<file path="config.mk">
export PLATFORM = sky130hd
export DESIGN_NAME = wb_arbiter
export DESIGN_NICKNAME = d
export VERILOG_FILES = /design/src/rtl/wb_arbiter.sv
export SDC_FILE = /design/constraint.sdc
export NUM_CORES = 1
export LEC_CHECK = 0
export ABC_AREA = 0
export CORE_ASPECT_RATIO = 0.75
export CORE_UTILIZATION = 35
export CTS_CLUSTER_SIZE = 40
export DETAILED_ROUTE_END_ITERATION = 10
export GPL_TIMING_DRIVEN = 1
export PLACE_DENSITY = 0.81
export SYNTH_ARGS = -nofsm -noshare
export SYNTH_HDL_FRONTEND = slang
export SYNTH_SLANG_ARGS = --single-unit
export TNS_END_PERCENT = 30
</file>
<file path="constraint.sdc">
create_clock -name clk_i -period 1.3 [get_ports clk_i]
set_input_delay 0.26 -clock clk_i [delete_from_list [all_inputs] [get_ports clk_i]]
set_output_delay 0.26 -clock clk_i [all_outputs]
set_load 0.05 [all_outputs]
</file>
<file path="src/rtl/wb_arbiter.sv">
// =============================================================================
// Module   : wb_arbiter (with params_pkg)
// Brief    : Writeback-port arbiter, MEM > EX > ALU, registered RF write.
//            Define WB_AGING_EN to enable starvation aging.
// Revision : 1.0 - initial release
// =============================================================================
`default_nettype none

package params_pkg;
    parameter int REGISTER_WIDTH = 5;
endpackage

module wb_arbiter #(
    parameter int REGISTER_WIDTH = params_pkg::REGISTER_WIDTH,
    parameter int DATA_WIDTH     = 32,
    parameter int STARVE_LIMIT   = 3
) (
    input  logic                      clk_i,
    input  logic                      rst_ni,
    input  logic                      mem_req_i,
    input  logic                      ex_req_i,
    input  logic                      alu_req_i,
    input  logic [REGISTER_WIDTH-1:0] mem_wr_reg_i,
    input  logic [REGISTER_WIDTH-1:0] ex_wr_reg_i,
    input  logic [REGISTER_WIDTH-1:0] alu_wr_reg_i,
    input  logic [DATA_WIDTH-1:0]     mem_wr_data_i,
    input  logic [DATA_WIDTH-1:0]     ex_wr_data_i,
    input  logic [DATA_WIDTH-1:0]     alu_wr_data_i,
    output logic                      mem_allowed_wb_o,
    output logic                      ex_allowed_wb_o,
    output logic                      alu_allowed_wb_o,
    output logic                      rf_wr_en_o,
    output logic [REGISTER_WIDTH-1:0] rf_wr_reg_o,
    output logic [DATA_WIDTH-1:0]     rf_wr_data_o
);

    if (STARVE_LIMIT < 1 || STARVE_LIMIT > 15) begin : g_limit_check
        $error("STARVE_LIMIT must be within 1..15");
    end

    // Bit 2 = MEM, bit 1 = EX, bit 0 = ALU; higher bit is the older instruction.
    logic [2:0] w_req;
    logic [2:0] w_grant;

    assign w_req = {mem_req_i, ex_req_i, alu_req_i};

    function automatic logic [2:0] pick(input logic [2:0] r);
        if (r[2])      return 3'b100;
        else if (r[1]) return 3'b010;
        else if (r[0]) return 3'b001;
        else           return 3'b000;
    endfunction

`ifdef WB_AGING_EN
    localparam logic [3:0] c_starve_limit = 4'(STARVE_LIMIT);

    logic [2:0][3:0] wait_cnt_q;
    logic [2:0][3:0] wait_cnt_d;
    logic [2:0]      w_aged;

    always_comb begin
        w_aged     = '0;
        wait_cnt_d = '0;
        for (int i = 0; i < 3; i++) begin
            w_aged[i] = w_req[i] && (wait_cnt_q[i] == c_starve_limit);
        end
        // Any aged requester beats every non-aged one; base priority breaks ties.
        w_grant = (|w_aged) ? pick(w_aged) : pick(w_req);
        for (int i = 0; i < 3; i++) begin
            if (w_req[i] && !w_grant[i]) begin
                wait_cnt_d[i] = (wait_cnt_q[i] == c_starve_limit) ? wait_cnt_q[i]
                                                                  : wait_cnt_q[i] + 4'd1;
            end
        end
    end

    always_ff @(posedge clk_i or negedge rst_ni) begin
        if (!rst_ni) begin
            wait_cnt_q <= '0;
        end else begin
            wait_cnt_q <= wait_cnt_d;
        end
    end
`else
    always_comb begin
        w_grant = pick(w_req);
    end
`endif

    assign mem_allowed_wb_o = w_grant[2];
    assign ex_allowed_wb_o  = w_grant[1];
    assign alu_allowed_wb_o = w_grant[0];

    logic                      rf_wr_en_q,   rf_wr_en_d;
    logic [REGISTER_WIDTH-1:0] rf_wr_reg_q,  rf_wr_reg_d;
    logic [DATA_WIDTH-1:0]     rf_wr_data_q, rf_wr_data_d;

    // A grant to register 0 still retires the requester but never writes.
    always_comb begin
        rf_wr_en_d   = 1'b0;
        rf_wr_reg_d  = rf_wr_reg_q;
        rf_wr_data_d = rf_wr_data_q;
        if (w_grant[2]) begin
            rf_wr_en_d   = (mem_wr_reg_i != '0);
            rf_wr_reg_d  = mem_wr_reg_i;
            rf_wr_data_d = mem_wr_data_i;
        end else if (w_grant[1]) begin
            rf_wr_en_d   = (ex_wr_reg_i != '0);
            rf_wr_reg_d  = ex_wr_reg_i;
            rf_wr_data_d = ex_wr_data_i;
        end else if (w_grant[0]) begin
            rf_wr_en_d   = (alu_wr_reg_i != '0);
            rf_wr_reg_d  = alu_wr_reg_i;
            rf_wr_data_d = alu_wr_data_i;
        end
    end

    always_ff @(posedge clk_i or negedge rst_ni) begin
        if (!rst_ni) begin
            rf_wr_en_q   <= 1'b0;
            rf_wr_reg_q  <= '0;
            rf_wr_data_q <= '0;
        end else begin
            rf_wr_en_q   <= rf_wr_en_d;
            rf_wr_reg_q  <= rf_wr_reg_d;
            rf_wr_data_q <= rf_wr_data_d;
        end
    end

    assign rf_wr_en_o   = rf_wr_en_q;
    assign rf_wr_reg_o  = rf_wr_reg_q;
    assign rf_wr_data_o = rf_wr_data_q;

endmodule

`default_nettype wire

</file>
; Word-level counts from Yosys, hierarchy flattened
; Index checks and enable logic that the tools add are counted.
[op_classes]
reduce_logical = 4
mux = 12
[op_table]
columns = op, n
row1 = $mux 32, 3
row2 = $mux 5, 3
row3 = $reduce_bool 5->1, 3
row4 = $mux 1, 4
row5 = $mux 3, 1
row6 = $reduce_bool 3->1, 1
row7 = $mux 2, 1
[word_totals]
ff_bits = 38
in_bits = 116
elab_cells = 19
out_inout_bits = 41

; Logic depth before layout (Yosys ltp)
[logic_depth]
ltp_word = 6
depth_mapped = 5
ltp_nobuf = 3

; Worst setup path before layout
; Ideal clock, no wire load.
[synth_timing]
path_type = input-to-output
start = input port ex_req_i
end = output port ex_allowed_wb_o
t_required_ns = 1.040
setup_slack_ns = -0.422
path_stages = 4
arrival_time_ns = 1.462
path_cell_list = buf_4 -> buf_4 -> buf_2 -> nor2b_1
[synth_via]
elab_chain_cells = 2
[synth_lines]
columns = item, line_no
row1 = start: declaration, 21  ; input logic ex_req_i,
row2 = $mux 2, 49  ; else if (r[1]) return 3'b010;
row3 = $mux 3, 48  ; if (r[2]) return 3'b100;
row4 = end: declaration, 30  ; output logic ex_allowed_wb_o,
; No other way between the ends.

; Worst setup path after layout
[layout_timing]
start = input port alu_req_i
end = output port alu_allowed_wb_o
[layout_via]
elab_chain_cells = 3
[layout_lines]
columns = item, line_no
row1 = start: declaration, 22  ; input logic alu_req_i,
row2 = $mux 1, 50  ; else if (r[0]) return 3'b001;
row3 = $mux 2, 49
row4 = $mux 3, 48
row5 = end: declaration, 31  ; output logic alu_allowed_wb_o,
; No other way between the ends.

==> flow_metrics.py <==
metrics = {
    "critical_path": {
        "crit_type": "primary input to output pin",
        "r2r_start": "rf_wr_data_o[31]",
        "rr_endpoint": "rf_wr_data_o[31]",
        "critPathCaptureType": "output pin",
        "cp.arrival_ns": 0.99,
        "reg2reg_depth": 2,
        "worstPathMaxFanout": 2,
        "rrSetupSlack_ns": 0.47,
        "cp.required_ns": 1.04,
        "start_kind": "primary input",
    },
    "clocking": {
        "cts_tree": "yes",
        "root_buffer": "clkbuf_8",
        "clk_latency_ns": 0.28,
        "clk_pin_slew_worst_paths_ns": 0.07,
        "clockBufferDepth": 2,
        "clock_sinks": 38,
        "cts_buffers": 5,
        "htreeDepth": 2,
    },
    "floorplan": {
        "die_y_um": 70.4,
        "start_util": 0.369,
        "coreArea_sq_mm": 0.00592,
        "ios": 157,
        "die_area_sq_mm": 0.00656,
        "rows": 24,
        "die_w_um": 93.2,
    },
    "routing": {
        "routed.top_layer": "met4",
        "met3_length_um": 607,
        "wl_per_cell_um": 16.0,
        "route.met2.wl_mm": 3.88,
        "met1_length_mm": 3.22,
        "vias": 2541,
        "postRouteAntennaNets": 0,
        "viasPerCell": 5.21,
        "drtIter0Drc": 111,
        "drc": 0,
        "drt-total-wl_mm": 7.82,
        "firstDrtPassIters": 4,
    },
    "timing": {
        "rsz0062_at_grt": "no",
        "setup_viol": 0,
        "fmax_ghz": 0.797,
        "hold_violations": 0,
        "worst_pin_slew_ns": 0.270,
        "min_period_over_period": 0.965,
        "slew_viol_final": 0,
        "fin_tns_setup_ns": 0,
        "relSlewSlack": 0.820,
        "min_period_ns": 1.25,
        "finalClockSkew_ns": 0,
    },
    "power_and_ir_drop": {
        "power_leakage_nw": 2.03,
        "ir_worst_vdd_mv": 0.642,
        "power.total_w": 0.00438,
        "p_switching_w": 0.00133,
        "p_sw_frac": 0.304,
        "p_clk_frac": 0.284,
        "intPower_w": 0.00305,
        "pwr-share-comb": 0.391,
        "pwr-share-seq": 0.324,
        "p_per_area_mw_per_mm2": 965,
    },
    "yosys": {
        "ys_seq_area_frac": 0.435,
        "ys.warnings.count": 0,
        "ys_seq_elements": 38,
        "synth.area.top_cells": "dfrtp_1 44%, a22oi_1 9.6%, and3b_1 8.4%",
        "ys.flop_type": "dfrtp_1",
        "syn-instance-count": 245,
        "netlist.area_leader.share": 0.435,
        "synth_top_area_cell": "dfrtp_1",
        "syn_area_per_cell_sq_um": 8.92,
        "async_reset_ff_frac": 1.00,
        "synth-edff-count": 0,
        "syn_area_sq_mm": 0.00218,
        "ys_types": 25,
        "synth_nets": 361,
    },
    "grt": {
        "grt_pass1_wl_mm": 12.9,
        "grt_max_degree": 39,
        "grt_pass1_vias": 2581,
        "track_usage": 0.248,
        "grt_antenna_before_repair": 0,
        "grt-ovfl-total": 0,
    },
    "outcome": {
        "status": "completed",
    },
    "placement": {
        "gp_congestion": 0.843,
        "dp_hpwl_mm": 6.06,
        "portBuffers": 156,
        "dpl_cell_area_sq_mm": 0.00432,
    },
    "final_layout": {
        "drive_gt1_frac": 0.205,
        "insertedDiodeCount": 0,
        "n_fill_cell": 405,
        "mostFrequentLayoutCells": "105 x clkdlybuf4s50_1, 44 x buf_12, 38 x dfrtp_1",
        "syn2layout_area_growth_pct": 108,
        "nets": 525,
        "fin_area_sq_mm": 0.00454,
        "final_common_cell": "clkdlybuf4s50_1",
    },
    "min_path": {
        "hold_path.class": "primary input to register",
        "hp-start": "mem_req_i",
        "holdPathStages": 4,
        "whs_endpoint": "rf_wr_reg_o[1]",
    },
    "run": {
        "maxCapViolations": 0,
    },
}
## metal layers
layer | track usage | vias to the layer above
met4 | 0.0564 | 0
met1 | 0.317 | 1200
met2 | 0.418 | 110
met3 | 0.0675 | 10
met5 | 0 | -
li1 | - | 1221
## how the worst max path moves through the flow
stage	endpoint	slack, ns	start
3_5_place_dp	rf_wr_reg_o[2]	-0.38	alu_req_i
5_1_grt	alu_allowed_wb_o	0.004	alu_req_i
6_report	alu_allowed_wb_o	0.05	alu_req_i
4_1_cts	alu_allowed_wb_o	0.002	mem_req_i
3_3_place_gp	rf_wr_reg_o[2]	-0.38	alu_req_i
2_1_floorplan	rf_wr_en_o	-0.08	mem_req_i
## flip-flops by register name, indices dropped and copies added, names as in the netlist
name / flops
rf_wr_en_o: 1
rf_wr_data_o: 32
rf_wr_reg_o: 5
## final cells by class
class	count	area [sq um]	share of cell area
timing repair buffer	182	2220	0.490
inverter	12	45.0	0.00992
clock inverter	2	60.1	0.0132
clock buffer	6	82.6	0.0182
sequential	38	951	0.209
tap	78	97.6	0.0215
multi-input combinational	170	1080	0.238
## what timing repair did
| item | 4_1_cts | 5_1_grt |
|---|---|---|
| buffers inserted | 1 | 2 |
| setup endpoints to repair | 14 | 17 |
| pin swaps | 1 | 3 |
| endpoints found under the hold margin | 38 | 0 |
| hold buffers | 1 | 0 |
| gates resized for setup | 5 | 12 |
## cell usage after synthesis, types with 9 or more instances
cell      count
dfrtp_1      38
a21oi_1      34
a22oi_1      28
nor2_1       25
o21ai_0      22
and3b_1      21
a221o_1      12
inv_1        12
nand2_1      12
clkbuf_1     11
buf_2         9
## logic make-up after synthesis
| kind of cell | after synthesis | share of synthesized area |
|---|---|---|
| AO/OA/AOI/OAI | 100 | 0.294 |
| buffers and inverters | 37 | 0.0808 |
| AND/OR/NAND/NOR | 70 | 0.190 |
| flip-flops | 38 | 0.435 |
## power groups by stage
stage	clock (W)	combinational, W	sequential [W]
after floorplan	0	0.000320	0.00178
after global placement	0	0.00168	0.00144
after detailed placement	0	0.00170	0.00144
after CTS	0.00126	0.00171	0.00142
after global routing	0.00132	0.00181	0.00143
final	0.00125	0.00172	0.00142
## worst max-delay path: stages
cell	delay [ns]
dlygate4sd2_1	0.20
buf_6	0.11
nor3b_4	0.25
buf_12	0.17
## metrics by stage
step	cells	setup WS, ns	hold slack (ns)	utilization
global placement	476	-0.379	0.246	0.731
detailed placement	476	-0.377	0.243	0.731
global route	488	0.00431	0.418	0.768
finish	488	0.0459	0.416	0.768
floorplan	245	-0.0819	-0.0356	-
CTS	486	0.00249	0.446	0.759
Power figures use the tool's default switching activity.
